--- config.mk ---
export PLATFORM = sky130hd
export DESIGN_NAME = iob_ibus_dbus_merge
export DESIGN_NICKNAME = d
export VERILOG_FILES = /design/src/rtl/iob_ibus_dbus_merge.sv
export SDC_FILE = /design/constraint.sdc
export NUM_CORES = 1
export LEC_CHECK = 0
export ABC_AREA = 0
export CAP_MARGIN = 20
export CORE_AREA = 2 2 121 123
export CTS_BUF_LIST = sky130_fd_sc_hd__clkbuf_4 sky130_fd_sc_hd__clkbuf_8
export DETAILED_ROUTE_END_ITERATION = 10
export DIE_AREA = 0 0 123 125
export PLACE_DENSITY = 0.52
export SYNTH_ARGS = -nofsm -noshare
export SYNTH_HDL_FRONTEND = slang
export SYNTH_SLANG_ARGS = --single-unit
--- constraint.sdc ---
create_clock -name clk_i -period 3.1 [get_ports clk_i]
set_clock_uncertainty 0.15 [all_clocks]
set_input_delay 0.93 -clock clk_i [delete_from_list [all_inputs] [get_ports clk_i]]
set_output_delay 0.93 -clock clk_i [all_outputs]
set_load 0.02 [all_outputs]
--- src/rtl/iob_ibus_dbus_merge.sv ---
// Two-master (ibus = 0, dbus = 1) to one-slave IOb merger with grant lock and read-owner FIFO.
// Optional build macro IOB_MERGE_RR_EN selects round-robin arbitration instead of fixed dbus priority.
module iob_ibus_dbus_merge #(
  parameter int ADDR_W  = 32,
  parameter int DATA_W  = 32,
  parameter int OUTST_W = 1,
  parameter int WSTRB_W = DATA_W / 8,
  parameter int REQ_W   = 1 + ADDR_W + DATA_W + WSTRB_W,
  parameter int RESP_W  = DATA_W + 2
) (
  input  logic              clk_i,
  input  logic              rst_i,
  input  logic              cke_i,
  input  logic [REQ_W-1:0]  ibus_req,
  output logic [RESP_W-1:0] ibus_resp,
  input  logic [REQ_W-1:0]  dbus_req,
  output logic [RESP_W-1:0] dbus_resp,
  output logic [REQ_W-1:0]  mem_req,
  input  logic [RESP_W-1:0] mem_resp,
  output logic              err_o
);

  // Request layout {avalid, address, wdata, wstrb}; response layout {rdata, rvalid, ready}.
  localparam int DEPTH = 2 ** OUTST_W;
  localparam logic [0:0]       IDLE     = 1'b0;
  localparam logic [0:0]       LOCK     = 1'b1;
  localparam logic [OUTST_W-1:0] PTR_ONE  = OUTST_W'(1);
  localparam logic [OUTST_W:0]   CNT_ONE  = (OUTST_W + 1)'(1);
  localparam logic [OUTST_W:0]   CNT_FULL = (OUTST_W + 1)'(DEPTH);

  logic [0:0]         state_q, state_d;
  logic               grant_q, grant_d;
  logic [OUTST_W-1:0] wptr_q, wptr_d, rptr_q, rptr_d;
  logic [OUTST_W:0]   count_q, count_d;
  logic [DEPTH-1:0]   owner_q;
  logic               err_q, err_d;

  logic               i_av, d_av, winner, sel;
  logic [REQ_W-1:0]   sel_req;
  logic               sel_av, sel_read, mem_av, accept;
  logic               mem_ready, mem_rvalid;
  logic [DATA_W-1:0]  mem_rdata;
  logic               empty, full, head, push, pop;

  assign i_av       = ibus_req[REQ_W-1];
  assign d_av       = dbus_req[REQ_W-1];
  assign mem_ready  = mem_resp[0];
  assign mem_rvalid = mem_resp[1];
  assign mem_rdata  = mem_resp[RESP_W-1:2];

`ifdef IOB_MERGE_RR_EN
  logic last_q;
  // On contention the master that did not win last time is picked.
  assign winner = d_av & (~i_av | ~last_q);
`else
  assign winner = d_av;
`endif

  assign sel      = (state_q == LOCK) ? grant_q : winner;
  assign sel_req  = sel ? dbus_req : ibus_req;
  assign sel_av   = sel_req[REQ_W-1];
  assign sel_read = (sel_req[WSTRB_W-1:0] == '0);

  assign empty = (count_q == '0);
  assign full  = (count_q == CNT_FULL);
  assign head  = owner_q[rptr_q];

  // Full blocks reads regardless of a same-cycle pop, so avalid never depends on rvalid.
  assign mem_av  = sel_av & ~(sel_read & full);
  assign mem_req = {mem_av, sel_req[REQ_W-2:0]};
  assign accept  = mem_av & mem_ready;
  assign push    = accept & sel_read;
  assign pop     = mem_rvalid & ~empty;

  assign ibus_resp = {(pop & ~head) ? mem_rdata : '0, pop & ~head, accept & ~sel};
  assign dbus_resp = {(pop &  head) ? mem_rdata : '0, pop &  head, accept &  sel};
  assign err_o     = err_q;

  always_comb begin
    state_d = state_q;
    grant_d = grant_q;
    if (state_q == IDLE) begin
      if (sel_av && !accept) begin
        state_d = LOCK;
        grant_d = sel;
      end
    end else if (accept) begin
      state_d = IDLE;
    end
  end

  always_comb begin
    wptr_d  = push ? wptr_q + PTR_ONE : wptr_q;
    rptr_d  = pop  ? rptr_q + PTR_ONE : rptr_q;
    count_d = count_q;
    if (push && !pop)      count_d = count_q + CNT_ONE;
    else if (!push && pop) count_d = count_q - CNT_ONE;
    err_d = err_q | (mem_rvalid & empty);
  end

  always_ff @(posedge clk_i) begin
    if (rst_i) begin
      state_q <= IDLE;
      grant_q <= 1'b0;
      wptr_q  <= '0;
      rptr_q  <= '0;
      count_q <= '0;
      owner_q <= '0;
      err_q   <= 1'b0;
    end else if (cke_i) begin
      state_q <= state_d;
      grant_q <= grant_d;
      wptr_q  <= wptr_d;
      rptr_q  <= rptr_d;
      count_q <= count_d;
      err_q   <= err_d;
      if (push) owner_q[wptr_q] <= sel;
    end
  end

`ifdef IOB_MERGE_RR_EN
  always_ff @(posedge clk_i) begin
    if (rst_i)                last_q <= 1'b0;
    else if (cke_i && accept) last_q <= sel;
  end
`endif

endmodule
* Yosys cells after proc, flatten, opt, wreduce, memory -nomap -nowiden
Index checks and enable logic that the tools add are counted.
** Operators by class
- Add/subtract/negate cells :: 4
- Order comparisons :: 3
- Eq/ne operators :: 1
- Multiplexer cells :: 14
- Bitwise gates (word level) :: 16
- Reductions and logical operators :: 14
** Operator list (count)
- 69-bit two-way mux :: 1
- 32-bit two-way mux :: 2
- 1-bit AND :: 10
- 1-bit two-way mux :: 7
- 2-bit AND reduction :: 3
- 1-bit inverter :: 5
- 1-bit logical AND :: 4
- 4-bit logical NOT :: 1
- 1-bit by 2-bit less-than comparator with 1-bit output, second input constant :: 2
- 2-bit two-way mux :: 2
- 1-bit logical NOT :: 3
- 3-bit AND reduction :: 1
- 1-bit adder, second input constant :: 2
- 2-bit by 1-bit adder with 2-bit output, second input constant :: 1
- 2-bit bitwise mux :: 1
- 2-bit equality test, second input constant :: 1
- 2-bit logical NOT :: 1
- 2-bit nonzero test :: 1
- 2-bit by 1-bit subtractor with 2-bit output, second input constant :: 1
- 1-bit demux with 1-bit select :: 1
- 1-bit >= comparator, second input constant :: 1
- 1-bit OR :: 1
** Storage, ports and cells
- Register bits after elaboration :: 9
- Bits of input ports :: 175
- Output and inout bits :: 138
- Word-level logic and storage cells :: 59

* Longest topological paths before layout
- Depth in word-level cells :: 12
- Depth in mapped cells :: 9
- Gate-level depth less buffers :: 9

* Worst setup path before layout
No wires, ideal clock.
- Path type :: in2out
- Start point :: input dbus_req[68]
- End point :: output dbus_resp[0]
- Arrival :: 2160 ps
- Data required time :: 2020 ps
- Slack :: -140 ps
- Stages :: 4
- Path through :: mux2i_4 -> mux2i_1 -> o2111ai_2 -> nor2_1
** Between the ends
- Longest elaborated chain between the ends :: 8
** RTL lines
- start: declaration :: line 16 : input logic [REQ_W-1:0] dbus_req,
- 1-bit two-way mux :: line 59 : assign sel = (state_q == LOCK) ? grant_q : winner;
- 69-bit two-way mux :: line 60 : assign sel_req = sel ? dbus_req : ibus_req;
- 4-bit logical NOT :: line 62 : assign sel_read = (sel_req[WSTRB_W-1:0] == '0);
- 1-bit AND :: line 69 : assign mem_av = sel_av & ~(sel_read & full);
- 1-bit inverter :: line 69
- 1-bit AND :: line 69
- 1-bit AND :: line 71 : assign accept = mem_av & mem_ready;
- 1-bit AND * :: line 76 : assign dbus_resp = {(pop & head) ? mem_rdata : '0, pop & head, accept & sel};
- end: declaration :: line 17 : output logic [RESP_W-1:0] dbus_resp,
Every way passes the cells marked *; elsewhere a longest branch is shown, timed or not.

* Worst setup path in the final report
Ends and elaborated chain as after synthesis.

==> impl_metrics.env <==
export IMPL_status="finished, violations left"
export IMPL_violations="setup timing"
export IMPL_drtPass1Iterations=4
export IMPL_avgSynthCellArea_um2=8.385
export IMPL_dieArea_mm2=0.01538
export IMPL_synthMuxAreaShare_pct=45.69
export IMPL_wl_met2_mm=7.266
export IMPL_synth_adder_area_share_pct=0.7072
export IMPL_wl_met3_mm=1.693
export IMPL_grt_max_degree=18
export IMPL_post_route_period_util_pct=104.6
export IMPL_dp_cells=716
export IMPL_initial_core_util_pct=12.46
export IMPL_area_growth_pct=232.4
export IMPL_via_count=2958
export IMPL_synth_top_family_by_area="multiplexers"
export IMPL_layout_min_cycle_time_ns=3.242
export IMPL_worst_pin_slew_ns=0.3776
export IMPL_multi_input_area_mm2=0.001815
export IMPL_cp_arrival_ns=2.16
export IMPL_cp_num_buf_inv=4
export IMPL_hold_path_class="reg2reg"
export IMPL_synth_simple_gate_area_share_pct=29.07
export IMPL_drc=0
export IMPL_powerDensity_mw_per_mm2=215.3
export IMPL_overflow=0
export IMPL_nNetsFinal=745
export IMPL_clk_pin_slew_ns=0.05
export IMPL_final_common_cell="clkdlybuf4s50_1"
export IMPL_max_stage_delay_ns=0.25
export IMPL_cp_data_required_time_ns=2.02
export IMPL_ant_nets=0
export IMPL_nFillCells=1439
export IMPL_final_cell_mix="clkdlybuf4s50_1, buf_2, buf_6, and2_1, mux2_4"
export IMPL_cp_slowest_cell="mux2i_4"
export IMPL_syn_num_nets=387
export IMPL_grt_pass1_wl_mm=18.95
export IMPL_slew_violations=0
export IMPL_crit_type="in2out"
export IMPL_instances_no_fill=754
export IMPL_dieHeight_um=125
export IMPL_cap_violations=0
export IMPL_place_ws_ns=-1.003
export IMPL_fin_util_pct=41.40
export IMPL_synth_compound_area_share_pct=7.214
export IMPL_synth_top_area_share_pct=43.28
export IMPL_setup_viol_count_final=71
export IMPL_cp_cell_sequence="buf_6 > mux2i_4 > buf_6 > mux2i_4 > o2111ai_4 > buf_6 > nor2_4 > buf_6"
export IMPL_timing_fmax_mhz=308.4
export IMPL_viasPerCell=3.923
export IMPL_grt_pass1_vias=3164
export IMPL_wire_per_inst_um=17.54
export IMPL_cp_start_kind="input port"
export IMPL_yosys_area_top_type="mux2_2"
export IMPL_rsz0062_at_grt="yes"
export IMPL_final_layout_size_suffix_gt1_share_pct=50.35
export IMPL_root_buffer="clkbuf_8"
export IMPL_drt_iter0_drc=74
export IMPL_holdWs_ns=0.3355
export IMPL_antenna_found_initial=4
export IMPL_ios=313
export IMPL_ys_types=30
export IMPL_slew_limit_headroom_pct=74.75
export IMPL_power_w=0.001266
export IMPL_portBuffers=312
export IMPL_r2r_slack_ns=0.62
export IMPL_ys_warn_count=0
export IMPL_synth_yosys_seq_area_share_pct=10.18
export IMPL_cp_end_kind="output port"
export IMPL_cts_sinks=9
export IMPL_clk_path_buf_depth=2
export IMPL_synth_xor_area_share_pct=2.475
export IMPL_hold_viol_final=0
export IMPL_gp_congestion=0.8673
export IMPL_synthesis_area_mm2=0.001769
export IMPL_vdd_ir_drop_max_mv=0.1022
export IMPL_power_leakage_nw=2.797
export IMPL_cp_max_fo=3
export IMPL_ys_top_cells_by_area="mux2_2, and2_1, dfxtp_1, clkbuf_1, nor2_1"
export IMPL_htree_num_levels=1
export IMPL_crit_family="buffers and inverters"
export IMPL_register_area_um2=180.2
export IMPL_fp_dieW_um=123
export IMPL_syn_inst=211
export IMPL_fin_ws_ns=-0.1423
export IMPL_grt_use_total_pct=16.31
export IMPL_cts_tree="done"
export IMPL_clk_latency_ns=0.23
export IMPL_dp_hpwl_mm=10.50
export IMPL_num_rows=44
export IMPL_totalWireLength_mm=13.23
export IMPL_cts_buffers=3
export IMPL_cp_common_cell="buf_6"
export IMPL_maxUsedRoutingLayer="met5"
export IMPL_ys_ff_latch=9
export IMPL_core_mm2=0.01420
export IMPL_wl_met1_mm=4.073
state kept, by name (all words and copies together) (netlist names):
signal	count
rptr_q	1
count_q	2
state_q	1
err_o	1
owner_q	2
grant_q	1
wptr_q	1
layout make-up:
| class | instances | share of cell area (%) |
|---|---|---|
| diodes | 2 | 0.08511 |
| clock buffers | 4 | 0.8298 |
| inverters | 6 | 0.3830 |
| multi-input cells | 181 | 30.87 |
| flip-flops and latches | 9 | 3.064 |
| well taps | 184 | 3.915 |
| repair buffers | 368 | 60.85 |
logic make-up after synthesis:
kind of cell               Yosys count
adders and majority gates            1
AOI/OAI and AO/OA                   15
and+or+nand+nor                     89
muxes                               71
buffers and inverters               21
DFF                                  9
xor gates and xnor gates             5
layer usage:
layer / GRT usage (%) / vias up
met1: 14.34 / 1316
met2: 33.38 / 176
met3: 7.391 / 12
met4: 2.340 / 4
li1: - / 1450
met5: 0 / -
report_power, final:
part	internal (W)	total [W]	switching [W]
logic	0.000619	0.000996	0.000377
clock network	0.0000983	0.000145	0.0000463
registers	0.000120	0.000125	0.00000468
path summary, 6_finish.rpt:
kind	from	end	depth (start not counted)
worst max-delay path	dbus_req[68]	dbus_resp[0]	8
worst min-delay path	err_o$_SDFFE_PP0P_	err_o$_SDFFE_PP0P_	2
worst max register to register	state_q$_SDFFE_PP0P_	count_q[1]$_SDFFE_PP0P_	12
worst min register to register	err_o$_SDFFE_PP0P_	err_o$_SDFFE_PP0P_	2
worst min-delay path: cells and delay by family (launching register included):
kind            cells  cell delay, ns
flops               1            0.32
simple gates        1            0.08
compound gates      1            0.04
through the flow:
| step | instance area, µm² | setup TNS [ns] |
|---|---|---|
| CTS | 5833 | -7.846 |
| global placement | 5303 | -110.97 |
| global route | 5878 | -7.642 |
| floorplan | 1797 | -0.04003 |
| finish | 5881 | -5.053 |
| detailed placement | 5303 | -113.19 |
repair_timing:
item	4_1_cts	5_1_grt
hold buffers	0	0
buffers inserted	24	5
pin swaps	8	3
setup endpoints to repair	137	122
gates resized for setup	768	49
cloned	11	0
cells in the mapped netlist:
cell type / number
o2111ai_2: 1
a31o_1: 1
o31ai_1: 1
o21ai_0: 2
nand2_1: 4
o211ai_1: 1
mux2i_4: 1
mux2_2: 68
buf_4: 1
nor2_1: 12
and2_1: 65
xor2_1: 1
a31oi_1: 1
nor2b_1: 2
a211oi_1: 1
clkbuf_1: 13
a2111oi_4: 1
a21oi_1: 4
mux2i_1: 2
dfxtp_1: 9
nand2b_1: 1
inv_1: 6
a311oi_1: 2
or2_2: 1
xnor2_1: 4
buf_1: 1
nor4_1: 2
nor3_1: 1
ha_1: 1
nand3_1: 1
Note: power is estimated with default switching activity, not from simulation.
